### config.mk
export PLATFORM = sky130hd
export DESIGN_NAME = me_sprite_fetch
export DESIGN_NICKNAME = d
export VERILOG_FILES = /design/src/rtl/me_sprite_fetch.sv
export SDC_FILE = /design/constraint.sdc
export NUM_CORES = 1
export LEC_CHECK = 0
export CAP_MARGIN = 20
export CORE_ASPECT_RATIO = 1.75
export CORE_MARGIN = 5
export CORE_UTILIZATION = 50
export DETAILED_ROUTE_END_ITERATION = 8
export PLACE_DENSITY_LB_ADDON = 0.08
export SYNTH_ARGS = -nofsm -noshare
export SYNTH_HDL_FRONTEND = slang
export SYNTH_SLANG_ARGS = --single-unit
### constraint.sdc
create_clock -name Clk -period 4.9 [get_ports Clk]
set_clock_uncertainty 0.1 [all_clocks]
set_input_delay 0.98 -clock Clk [delete_from_list [all_inputs] [get_ports Clk]]
set_output_delay 0.98 -clock Clk [all_outputs]
set_load 0.01 [all_outputs]
### src/rtl/me_sprite_fetch.sv
// Sprite fetch stage: scan position + latched sprite position -> sprite-ROM address,
// 3-cycle pipeline to palette index, and vsync-paced walk-animation sequencer. Optional: SPRITE_FLIP_EN.
module me_sprite_fetch #(
  parameter int SPR_W       = 32,
  parameter int SPR_H       = 32,
  parameter int FRAMES      = 4,
  parameter int FRAME_TICKS = 8,
  parameter int ADDR_W      = 12,
  parameter int TRANSP_IDX  = 1,
  localparam int FW = (FRAMES > 1) ? $clog2(FRAMES) : 1
) (
  input  logic              Clk,
  input  logic              Reset_n,
  input  logic [9:0]        DrawX,
  input  logic [9:0]        DrawY,
  input  logic              pix_valid,
  input  logic              vsync,
  input  logic [9:0]        SpriteX,
  input  logic [9:0]        SpriteY,
  input  logic              moving,
  input  logic              facing_left,
  output logic [ADDR_W-1:0] rom_addr,
  input  logic [3:0]        rom_data,
  output logic [3:0]        pal_index,
  output logic              sprite_on,
  output logic [FW-1:0]     frame_idx
);

  localparam int TW = (FRAME_TICKS > 1) ? $clog2(FRAME_TICKS) : 1;
  localparam logic [31:0] FRAME_SZ = 32'(SPR_W * SPR_H);
  localparam logic [31:0] SPR_W32  = 32'(SPR_W);
  localparam logic [3:0]  TRANSP   = 4'(TRANSP_IDX);

  typedef enum logic {IDLE, RUN} state_t;

  logic        vs_q;
  logic        vs_fall;
  logic [9:0]  sx, sy;
  logic        flip;

  assign vs_fall = vs_q & ~vsync;

  always_ff @(posedge Clk or negedge Reset_n) begin
    if (!Reset_n) begin
      vs_q <= 1'b1;
      sx   <= '0;
      sy   <= '0;
    end else begin
      vs_q <= vsync;
      if (vs_fall) begin
        sx <= SpriteX;
        sy <= SpriteY;
      end
    end
  end

`ifdef SPRITE_FLIP_EN
  always_ff @(posedge Clk or negedge Reset_n) begin
    if (!Reset_n)     flip <= 1'b0;
    else if (vs_fall) flip <= facing_left;
  end
`else
  logic unused_facing;
  assign unused_facing = facing_left;
  assign flip          = 1'b0;
`endif

  // Stage 0: hit test at 11 bits so a sprite near column 1023 never wraps
  logic [10:0]       x_end, y_end;
  logic [9:0]        dx, dy;
  logic [31:0]       lx;
  logic              hit_p0;
  logic [ADDR_W-1:0] addr_p0;

  assign x_end  = {1'b0, sx} + 11'(SPR_W);
  assign y_end  = {1'b0, sy} + 11'(SPR_H);
  assign hit_p0 = pix_valid && (DrawX >= sx) && ({1'b0, DrawX} < x_end)
                            && (DrawY >= sy) && ({1'b0, DrawY} < y_end);
  assign dx     = DrawX - sx;
  assign dy     = DrawY - sy;
  assign lx     = flip ? (SPR_W32 - 32'd1 - 32'(dx)) : 32'(dx);
  assign addr_p0 = hit_p0 ? ADDR_W'(32'(frame_idx) * FRAME_SZ + 32'(dy) * SPR_W32 + lx)
                          : '0;

  // Stages 1-3: address out, ROM access, palette index out
  logic vld_p1, vld_p2;

  always_ff @(posedge Clk or negedge Reset_n) begin
    if (!Reset_n) begin
      rom_addr  <= '0;
      vld_p1    <= 1'b0;
      vld_p2    <= 1'b0;
      pal_index <= '0;
      sprite_on <= 1'b0;
    end else begin
      rom_addr  <= addr_p0;
      vld_p1    <= hit_p0;
      vld_p2    <= vld_p1;
      pal_index <= rom_data;
      sprite_on <= vld_p2 && (rom_data != TRANSP);
    end
  end

  // Animation sequencer
  state_t         state_q, state_d;
  logic [TW-1:0]  tick_q, tick_d;
  logic [FW-1:0]  frame_d;

  always_ff @(posedge Clk or negedge Reset_n) begin
    if (!Reset_n) begin
      state_q   <= IDLE;
      tick_q    <= '0;
      frame_idx <= '0;
    end else begin
      state_q   <= state_d;
      tick_q    <= tick_d;
      frame_idx <= frame_d;
    end
  end

  always_comb begin
    state_d = state_q;
    if (vs_fall) state_d = moving ? RUN : IDLE;
  end

  // IDLE holds tick/frame at zero, so the entering pulse counts as the first tick
  always_comb begin
    tick_d  = tick_q;
    frame_d = frame_idx;
    if (vs_fall) begin
      if (moving) begin
        if (32'(tick_q) == 32'(FRAME_TICKS - 1)) begin
          tick_d  = '0;
          frame_d = (32'(frame_idx) == 32'(FRAMES - 1)) ? '0 : frame_idx + FW'(1);
        end else begin
          tick_d  = tick_q + TW'(1);
        end
      end else begin
        tick_d  = '0;
        frame_d = '0;
      end
    end
  end

endmodule

Yosys cells after proc, flatten, opt, wreduce, memory -nomap -nowiden. Cells that the tools add are included.

Bits in registers: 45. Input port bits: 50.

$add $sub $neg: 8. $lt $le $gt $ge: 4. Equal/unequal tests: 4. Mux-type cells: 6. Bitwise operators: 2. Reduce and logical (&&, ||, !) cells: 6.

Operators with widths (count): 10-bit by 6-bit adder with 11-bit output, second input constant (2); 10-bit by 11-bit < comparator with 1-bit output (2); 10-bit greater-or-equal comparator (2); 12-bit by 10-bit adder with 12-bit output (1); 12-bit adder (1); 12-bit 2-to-1 mux (1); 10-bit subtractor (1); 7-bit subtractor (1); 2-bit 2-to-1 mux (3); 3-bit 2-to-1 mux (2); 1-bit logical AND (5); 4-bit by 1-bit != test with 1-bit output, second input constant (1); 3-bit by 1-bit adder with 3-bit output, second input constant (1); 3-bit equality test, second input constant (1); 2-bit by 1-bit adder with 2-bit output, second input constant (1); 2-bit equality test, second input constant (1); 2-bit by 1-bit != test with 1-bit output, second input constant (1); 2-bit AND reduction (1); 1-bit bitwise AND (1); 1-bit inverter (1).

Logic depth before layout (Yosys ltp). Gate-level depths: netlist of the first run.

Depth after elaboration: 6. Mapped depth: 17. Depth with buffers taken out: 17.

Least setup slack after synthesis of the first run. No wires, ideal clock.

Kind: input-to-reg. From: input DrawX[0]. To: register rom_addr[11]. Library setup time: 0.120 ns. Arrival: 3.604 ns. Data required time: 4.680 ns. Setup slack: 1.076 ns. Stages on the path: 17. Cell sequence: inv_1 > ha_1 > inv_1 > fa_1 > a21oi_1 > nor2b_1 > o21ai_0 > nand2b_1 > a21oi_1 > xor2_1 > fa_1 > nor2b_1 > o21ai_0 > nand2b_1 > a31oi_1 > xnor3_1 > nor2_1.

Word-level cells in the longest chain between the ends: 6. Elaborated cells between the ends (all ways): 9. Classes of those cells: add/sub: 2; order compare: 2; mux: 1; reduce/logical: 4.

Ends and longest elaborated chain: start: declaration (RTL line 14) `input logic [9:0] DrawX,`; parallel branches: the longest is 5 deep, another holds 12-bit by 10-bit adder with 12-bit output; 12-bit 2-to-1 mux (*) (RTL line 82) `assign addr_p0 = hit_p0 ? ADDR_W'(32'(frame_idx) * FRAME_SZ + 32'(dy) * SPR_W32 + lx)`; via addr_p0[11] (RTL line 73) `logic [ADDR_W-1:0] addr_p0;`; end signal: assignment (RTL line 96) `rom_addr <= addr_p0;`; end: declaration (RTL line 22) `output logic [ADDR_W-1:0] rom_addr,`.

Mark *: on every way through the listed nets, which the timed path passes. A chain may end at the register's enable or synchronous reset.

Final worst setup path of the first run.
From: input DrawX[1]. To: register rom_addr[11].

The elaborated chain is that of the path after synthesis.

==> flow_summary.json, run 1 <==
{
  "status": "complete, no violations",
  "syn_area_per_cell_sq_um": 9.30,
  "track_usage_pct": 18.1,
  "numCtsBuffers": 5,
  "p_leak_uw": 0.00182,
  "path_clk_slew_ns": 0.09,
  "ys.flop_type": "dfrtp_1",
  "ios": 69,
  "crit_arrival_ns": 4.29,
  "min_path_cells": 0,
  "final_util_pct": 65.9,
  "clock-sinks": 45,
  "drt_iter0_drc": 59,
  "r2r-end": "rom_addr[11]",
  "wirelength_mm": 6.55,
  "ant_nets": 0,
  "min_to": "vld_p2",
  "cp.required_ns": 4.99,
  "reg2regPathDepth": 16,
  "num_vias": 2493,
  "cts_setup_buffers": 0,
  "fin_ws_ns": 0.698,
  "dp_slack_ns": 0.347,
  "drt-wirelength-per-cell_um": 13.9,
  "synth_largest_area_cell": "dfrtp_1",
  "clock_path_buffers": 2,
  "syn_to_final_growth_pct": 28.9,
  "synthTopCellsByCount": "dfrtp_1, ha_1, nand2_1, o21ai_0, inv_1",
  "max_freq_ghz": 0.238,
  "synth_fp_nets": 417,
  "cts-resized-gates": 0,
  "cts_tree": "yes",
  "syn_area_sq_um": 3000,
  "grt_pass1_wl_mm": 10.8,
  "portBuffers": 67,
  "crit_type": "in2reg",
  "start_util_pct": 51.1,
  "drv_slew": 0,
  "syn_inst": 323,
  "fp.dieArea_sq_um": 7720,
  "antenna_found_initial": 0,
  "hold_slack_ns": 0.255,
  "grt_pass1_vias": 2546,
  "reg2reg_slack_ns": 1.43,
  "rows": 37,
  "tns_ns": 0,
  "ys_top_cells_by_area": "dfrtp_1, ha_1, o21ai_0",
  "synthDominantCellAreaShare_pct": 36.7,
  "fill_cells": 501,
  "diodes": 0,
  "cts_hold_buffers": 0,
  "reg2reg_from": "sx[1]",
  "vias_per_cell": 5.28,
  "core_area_sq_um": 5880,
  "grt_max_degree": 46,
  "synth_most_common_cell": "dfrtp_1",
  "min_period_ns": 4.20,
  "htree_levels": 2,
  "place_congestion": 0.878,
  "hold_class": "reg2reg",
  "ir_worst_vdd_v": 0.000213,
  "worstSkewPairLatency_ns": 0.30,
  "die-width_um": 68.6,
  "end_kind": "register",
  "hold_start": "vld_p1",
  "critPathLaunchType": "primary input",
  "drt_pass1_iterations": 5,
  "fp.dieH_um": 113,
  "cap_viol_max_count": 0,
  "rsz0062_at_grt": "false",
  "drc": 0,
  "period_share_pct": 85.8,
  "hold_violations": 0,
  "finalSetupViolations": 0,
  "synth-edff-count": 0,
  "dp_hpwl_mm": 5.25,
  "fin_nets": 487,
  "cts-root-buf": "clkbuf_8",
  "maxSlewHeadroom_pct": 64.9,
  "gr-total-overflow": 0,
  "ys_ff_latch": 45,
  "yosysWarnings": 0,
  "async_flop_share_pct": 100,
  "layout-drive-gt1-share_pct": 4.57,
  "crit_path_max_fanout": 3,
  "synthDistinctLibCells": 45,
  "p_per_area_nw_per_um2": 321,
  "seq_area_frac_synth_pct": 37.5,
  "worstMarginPinSlew_ns": 0.525
}
## how the worst max path moves through the flow
stage | from | end | slack (ns)
floorplan | DrawX[0] | rom_addr[11] | 1.08
global placement | DrawX[0] | rom_addr[11] | 0.47
detailed placement | DrawX[0] | rom_addr[11] | 0.35
CTS | DrawX[0] | rom_addr[11] | 0.70
global route | DrawX[1] | rom_addr[11] | 0.46
finish | DrawX[1] | rom_addr[11] | 0.70
## cell type report
type / instances / area (sq um) / area share, %
sequential: 45 / 1130 / 29.1
clock inverter: 1 / 8.76 / 0.226
inverter: 35 / 131 / 3.39
clock buffer: 7 / 96.3 / 2.49
multi-input combinational: 237 / 1720 / 44.4
timing repair buffer: 69 / 693 / 17.9
tap: 78 / 97.6 / 2.52
## flip-flops by register name, summed over array words and instances (netlist names), 2 cells and up
register,count
tick_q,3
rom_addr,12
sy,10
frame_idx,2
pal_index,4
sx,10
## cell usage in the layout (no fill, tap or decap), types with 2 or more instances in the layout
| cell | Yosys | final |
|---|---|---|
| a211oi_1 | 3 | 3 |
| a21o_1 | 5 | 5 |
| a21oi_1 | 14 | 14 |
| a31oi_1 | 2 | 2 |
| and3_1 | 2 | 2 |
| clkbuf_8 | 0 | 7 |
| clkdlybuf4s50_1 | 0 | 66 |
| dfrtp_1 | 44 | 44 |
| fa_1 | 3 | 3 |
| ha_1 | 41 | 41 |
| inv_1 | 35 | 35 |
| nand2_1 | 36 | 36 |
| nand2b_1 | 4 | 4 |
| nand3_1 | 10 | 10 |
| nand3b_1 | 2 | 2 |
| nor2_1 | 19 | 19 |
| nor2b_1 | 7 | 6 |
| nor3_1 | 4 | 4 |
| nor4_1 | 3 | 3 |
| o21a_1 | 2 | 2 |
| o21ai_0 | 36 | 36 |
| o21bai_1 | 3 | 3 |
| o311ai_0 | 2 | 2 |
| xnor2_1 | 14 | 14 |
| xor2_1 | 6 | 6 |
## power breakdown
part | leakage (uW) | internal (uW) | total [uW] | switching, uW
combinational | 0.00119 | 273 | 546 | 273
clock | 0.0000549 | 130 | 264 | 134
sequential | 0.000574 | 407 | 432 | 24.7
## critical path, stage by stage
cell and delay, ns:
clkdlybuf4s50_1 0.47, ha_1 0.36, nor2b_1 0.17, o31a_1 0.28, o21ai_0 0.21, nor2b_1 0.19
xnor2_1 0.14, ha_1 0.18, inv_1 0.06, fa_1 0.38, nor2b_1 0.15, o21ai_0 0.09
nand2b_1 0.12, a31oi_1 0.11, xnor3_1 0.37, nor2_1 0.04
## per-stage QoR
stage	instance area [sq um]	std cells	power [uW]
after floorplan	3000	323	823
after global placement	3750	463	971
after detailed placement	3750	463	987
after CTS	3850	471	1260
after global routing	3870	472	1340
final	3870	472	1240
## cell families (layout without fill, tap and decap cells)
logic type,Yosys count,count (layout),share of synthesized area (%)
multiplexers,1,1,0.333
flip-flops,45,45,37.5
AO/OA/AOI/OAI,76,76,15.8
XOR/XNOR,21,21,6.58
adder cells (fa/ha/maj),44,44,19.1
buffers and inverters,41,112,5.37
AND/OR/NAND/NOR,95,95,15.3
## metal layers
metal | share of wire, % | GRT usage (%) | up-vias
met3 | 4.8 | 3.00 | 15
met2 | 57 | 34.1 | 59
li1 | - | - | 1251
met4 | 2.1 | 7.44 | 0
met5 | 0 | 0 | -
met1 | 37 | 18.4 | 1168
Power figures use the tool's default switching activity.
==> inputs of run 2 (changes only) <==
- ABC_AREA: not set -> 1
==> flow_summary.json, run 2 <==
{
  "status": "complete, no violations",
  "syn_area_sq_um": 3080,
  "min_period_ns": 3.65,
  "synthDistinctLibCells": 29,
  "layout_common_cells": "nand2_1, clkdlybuf4s50_1, inv_1",
  "wirelength_mm": 6.48,
  "ios": 69,
  "dp_slack_ns": 0.933,
  "rsz0062_at_grt": "false",
  "drt-wirelength-per-cell_um": 12.2,
  "p_leak_uw": 0.00200,
  "clock_path_buffers": 2,
  "drt_iter0_drc": 96,
  "crit_type": "in2reg",
  "cts_tree": "yes",
  "reg_top3": "rom_addr (12), sx (10), sy (10)",
  "cp.required_ns": 4.98,
  "syn_to_final_growth_pct": 28.1,
  "register_area_sq_um": 1130,
  "fp.dieArea_sq_um": 7890,
  "vias_per_cell": 4.96,
  "worstSkewPairLatency_ns": 0.30,
  "cts-root-buf": "clkbuf_8",
  "track_usage_pct": 17.1,
  "syn_inst": 378,
  "drv_slew": 0,
  "dp_hpwl_mm": 5.33,
  "layout-drive-gt1-share_pct": 6.22,
  "largest_register_ffs": 12,
  "period_share_pct": 74.6,
  "grt_pass1_vias": 2576,
  "portBuffers": 67,
  "diodes": 0,
  "fin_nets": 543,
  "ant_nets": 0,
  "grt_pass1_wl_mm": 11.0,
  "synth_most_common_cell": "nand2_1",
  "place_congestion": 0.862,
  "max_freq_ghz": 0.274,
  "clock-sinks": 45,
  "gr-total-overflow": 0,
  "rows": 38,
  "final_common_cell": "nand2_1",
  "cap_viol_max_count": 0,
  "finalSetupViolations": 0,
  "antenna_found_initial": 0,
  "tns_ns": 0,
  "synth_fp_nets": 472,
  "ys_ff_latch": 45,
  "ys.flop_type": "dfrtp_1",
  "ys_top_cells_by_area": "dfrtp_1, ha_1, nand2_1",
  "path_clk_slew_ns": 0.08,
  "drt_pass1_iterations": 4,
  "cts-resized-gates": 0,
  "drc": 0,
  "syn_area_per_cell_sq_um": 8.15,
  "numCtsBuffers": 5,
  "seq_area_frac_synth_pct": 36.6,
  "top_register": "rom_addr",
  "critPathLaunchType": "primary input",
  "num_vias": 2627,
  "end_kind": "register",
  "crit_path_max_fanout": 5,
  "maxSlewHeadroom_pct": 51.0,
  "yosysWarnings": 0,
  "hold_class": "reg2reg",
  "fin_ws_ns": 1.25,
  "async_flop_share_pct": 100,
  "worstMarginPinSlew_ns": 0.733,
  "start_util_pct": 50.6,
  "grt_max_degree": 46,
  "ir_worst_vdd_v": 0.000177,
  "fill_cells": 572,
  "htree_levels": 2,
  "synthDominantCellAreaShare_pct": 35.8,
  "synth-edff-count": 0,
  "p_per_area_nw_per_um2": 316,
  "synthTopCellsByCount": "nand2_1, inv_1, dfrtp_1, ha_1",
  "multi_input_area_sq_um": 1710,
  "synth_largest_area_cell": "dfrtp_1",
  "cts_hold_buffers": 0,
  "fp.dieH_um": 114,
  "core_area_sq_um": 6090,
  "crit_arrival_ns": 3.73,
  "die-width_um": 69.3,
  "hold_violations": 0,
  "cts_setup_buffers": 0
}
-- run 2: stage by stage --
stage               hold WS [ns]  util (%)  instances  instance area (sq um)  power (uW)
CTS                        0.257      64.5        529                   3930        1270
global placement           0.234      62.9        521                   3830        1000
finish                     0.256      64.8        530                   3950        1250
global route               0.270      64.8        530                   3950        1360
floorplan                  0.231         -        378                   3080         848
detailed placement         0.235      62.9        521                   3830        1020
-- run 2: critical path: stages --
cell	delay, ns
clkdlybuf4s50_1	0.42
ha_1	0.38
a21oi_1	0.16
nand2_1	0.12
a21oi_1	0.27
o21ai_0	0.14
xor2_1	0.16
ha_1	0.35
a21oi_1	0.15
nand2_1	0.09
nand2_1	0.06
nand2_1	0.05
a21oi_1	0.15
xor2_1	0.20
nor2_2	0.06
-- run 2: cell families after synthesis --
| group | share of synthesized area (%) |
|---|---|
| adder cells (fa/ha/maj) | 18.6 |
| AND/OR/NAND/NOR | 20.0 |
| AO/OA/AOI/OAI | 10.5 |
| flip-flops | 36.6 |
| XOR/XNOR | 6.26 |
| buffers and inverters | 8.05 |
-- run 2: worst paths after layout --
check / from / endpoint / slack, ns / cells past startpoint
setup / recovery: DrawX[2] / rom_addr[10] / 1.25 / 15
hold / removal: vld_p1 / vld_p2 / 0.26 / 0
setup reg to reg: sx[2] / rom_addr[10] / 1.99 / 15
hold reg to reg: vld_p1 / vld_p2 / 0.26 / 0
max in group asynchronous: Reset_n / vs_q / 3.81 / 2
min in group asynchronous: Reset_n / rom_addr[0] / 0.39 / 1
-- run 2: layout make-up --
cell class / count / share of cell area, %
Clock buffer: 6 / 2.09
Clock inverter: 2 / 0.349
Inverter: 59 / 5.61
Multi-Input combinational cell: 269 / 43.3
Sequential cell: 45 / 28.6
Tap cell: 80 / 2.54
Timing Repair Buffer: 69 / 17.6
-- run 2: per-layer routing --
metal | up-vias | part of all wire, % | track usage (%)
met2 | 49 | 56 | 34.2
met3 | 14 | 3.9 | 3.17
li1 | 1349 | - | -
met5 | - | 0 | 0
met1 | 1215 | 38 | 16.8
met4 | 0 | 2.3 | 6.78
-- run 2: power by group --
part	switching (uW)	internal [uW]
Sequential	28.0	410
Combinational	309	256
Clock	128	114
==> inputs of run 3 (changes only) <==
- CORE_UTILIZATION: 50 -> 46
- clock period: 4.9 -> 3 ns (I/O delays scaled with it)
==> flow_summary.json, run 3 (same netlist as run 2, synthesis figures left out) <==
{
  "path_clk_slew_ns": 0.06,
  "largest_register_ffs": 12,
  "p_per_area_nw_per_um2": 591,
  "clock-sinks": 45,
  "start_util_pct": 47.1,
  "grt_pass1_wl_mm": 12.2,
  "layout_common_cells": "nand2_1, clkdlybuf4s50_1, inv_1",
  "die-width_um": 71.8,
  "highest_layer": "met4",
  "register_area_sq_um": 1130,
  "drt_iter0_drc": 113,
  "num_vias": 2767,
  "drt_pass1_iterations": 4,
  "p_switching_uw": 938,
  "drc": 0,
  "hold_violations": 0,
  "crit_path_max_fanout": 4,
  "track_usage_pct": 17.7,
  "gr-total-overflow": 0,
  "worstSkewPairLatency_ns": 0.29,
  "max_freq_ghz": 0.349,
  "maxSlewHeadroom_pct": 67.1,
  "reg_top3": "rom_addr (12), sx (10), sy (10)",
  "htree_levels": 2,
  "swShare_pct": 34.9,
  "fp.dieH_um": 118,
  "core_area_sq_um": 6540,
  "layout-drive-gt1-share_pct": 20.4,
  "drv_slew": 0,
  "fp.dieArea_sq_um": 8490,
  "worstMarginPinSlew_ns": 0.493,
  "fin_ws_ns": 0.133,
  "final_common_cell": "nand2_1",
  "portBuffers": 67,
  "grt_pass1_vias": 2870,
  "syn_to_final_growth_pct": 47.8,
  "status": "complete, no violations",
  "multi_input_area_sq_um": 1920,
  "drt-wirelength-per-cell_um": 12.8,
  "period_share_pct": 95.6,
  "ios": 69,
  "top_register": "rom_addr",
  "diodes": 0,
  "rows": 39,
  "hold_class": "in2async",
  "wl_met2_mm": 4.26,
  "wirelength_mm": 7.33,
  "antenna_found_initial": 0,
  "dp_hpwl_mm": 5.64,
  "vias_per_cell": 4.85,
  "cts_tree": "yes",
  "dp_slack_ns": -0.455,
  "numCtsBuffers": 5,
  "crit_arrival_ns": 2.94,
  "cts_hold_buffers": 0,
  "critPathLaunchType": "primary input",
  "fill_cells": 545,
  "min_period_ns": 2.87,
  "ant_nets": 0,
  "clock_path_buffers": 2,
  "p_int_uw": 1750,
  "hold_slack_ns": 0.170,
  "p_comb_share_pct": 49.8,
  "cap_viol_max_count": 0,
  "finalSetupViolations": 0,
  "layout.cells.non_filler": 571,
  "place_congestion": 0.869,
  "met1_length_mm": 2.62,
  "placed_cells": 554,
  "end_kind": "register",
  "ir_worst_vdd_v": 0.000356,
  "sequentialPowerShare_pct": 26.6,
  "wl_met3_um": 302,
  "power.total_uw": 2690,
  "p_leak_uw": 0.00229,
  "cp.required_ns": 3.08,
  "pwr-share-clk_pct": 23.6,
  "grt_max_degree": 46,
  "cts-root-buf": "clkbuf_16",
  "fin_nets": 582,
  "crit_type": "in2reg"
}
## run 3: worst max-delay path, cell delays in order
cell             delay (ns)
clkdlybuf4s50_1        0.40
inv_1                  0.07
ha_1                   0.14
inv_1                  0.06
fa_2                   0.38
xor2_1                 0.18
ha_1                   0.33
a21oi_2                0.15
nand2_1                0.09
nand2_2                0.07
nand2_2                0.05
a21oi_2                0.16
xor2_1                 0.20
nor2_2                 0.06
## run 3: area by class of cell
| class | instances | area share, % |
|---|---|---|
| repair buffers | 108 | 22.2 |
| inverters | 59 | 4.87 |
| flip-flops and latches | 45 | 24.8 |
| clock inverters | 3 | 1.02 |
| well taps | 82 | 2.25 |
| clock buffers | 5 | 2.75 |
| multi-input cells | 269 | 42.1 |
## run 3: through the flow
| step | util, % | setup TNS (ns) | area, sq um |
|---|---|---|---|
| 2_1_floorplan | - | 0 | 3080 |
| 3_3_place_gp | 62.3 | -1.57 | 4080 |
| 3_5_place_dp | 62.3 | -1.89 | 4080 |
| 4_1_cts | 65.8 | -0.0124 | 4300 |
| 5_1_grt | 69.6 | -0.00678 | 4550 |
| 6_report | 69.6 | 0 | 4550 |
## run 3: worst paths after layout
kind / startpoint / endpoint / slack (ns) / cells after the start
setup / recovery: DrawY[0] / rom_addr[10] / 0.13 / 14
hold / removal: Reset_n / sprite_on / 0.17 / 1
setup reg to reg: sx[5] / rom_addr[10] / 0.30 / 17
hold reg to reg: vld_p1 / vld_p2 / 0.25 / 0
max in group asynchronous: Reset_n / vs_q / 2.05 / 2
min in group Clk: vld_p1 / vld_p2 / 0.25 / 0
## run 3: repair_timing
action	CTS	global route
endpoints found under the setup margin	4	5
setup buffers	3	5
pin swaps	6	26
resized for setup	9	36
## run 3: metal layers
layer	track usage [%]	vias up
met5	0	-
met1	17.3	1278
met2	35.2	51
met4	6.71	0
li1	-	1427
met3	2.89	11
## run 3: power groups by stage
stage / logic (uW) / clock network (uW) / registers, uW
5_1_grt: 1500 / 680 / 724
3_3_place_gp: 1070 / 0 / 725
6_report: 1340 / 635 / 716
3_5_place_dp: 1090 / 0 / 728
4_1_cts: 1180 / 657 / 717
2_1_floorplan: 661 / 0 / 724
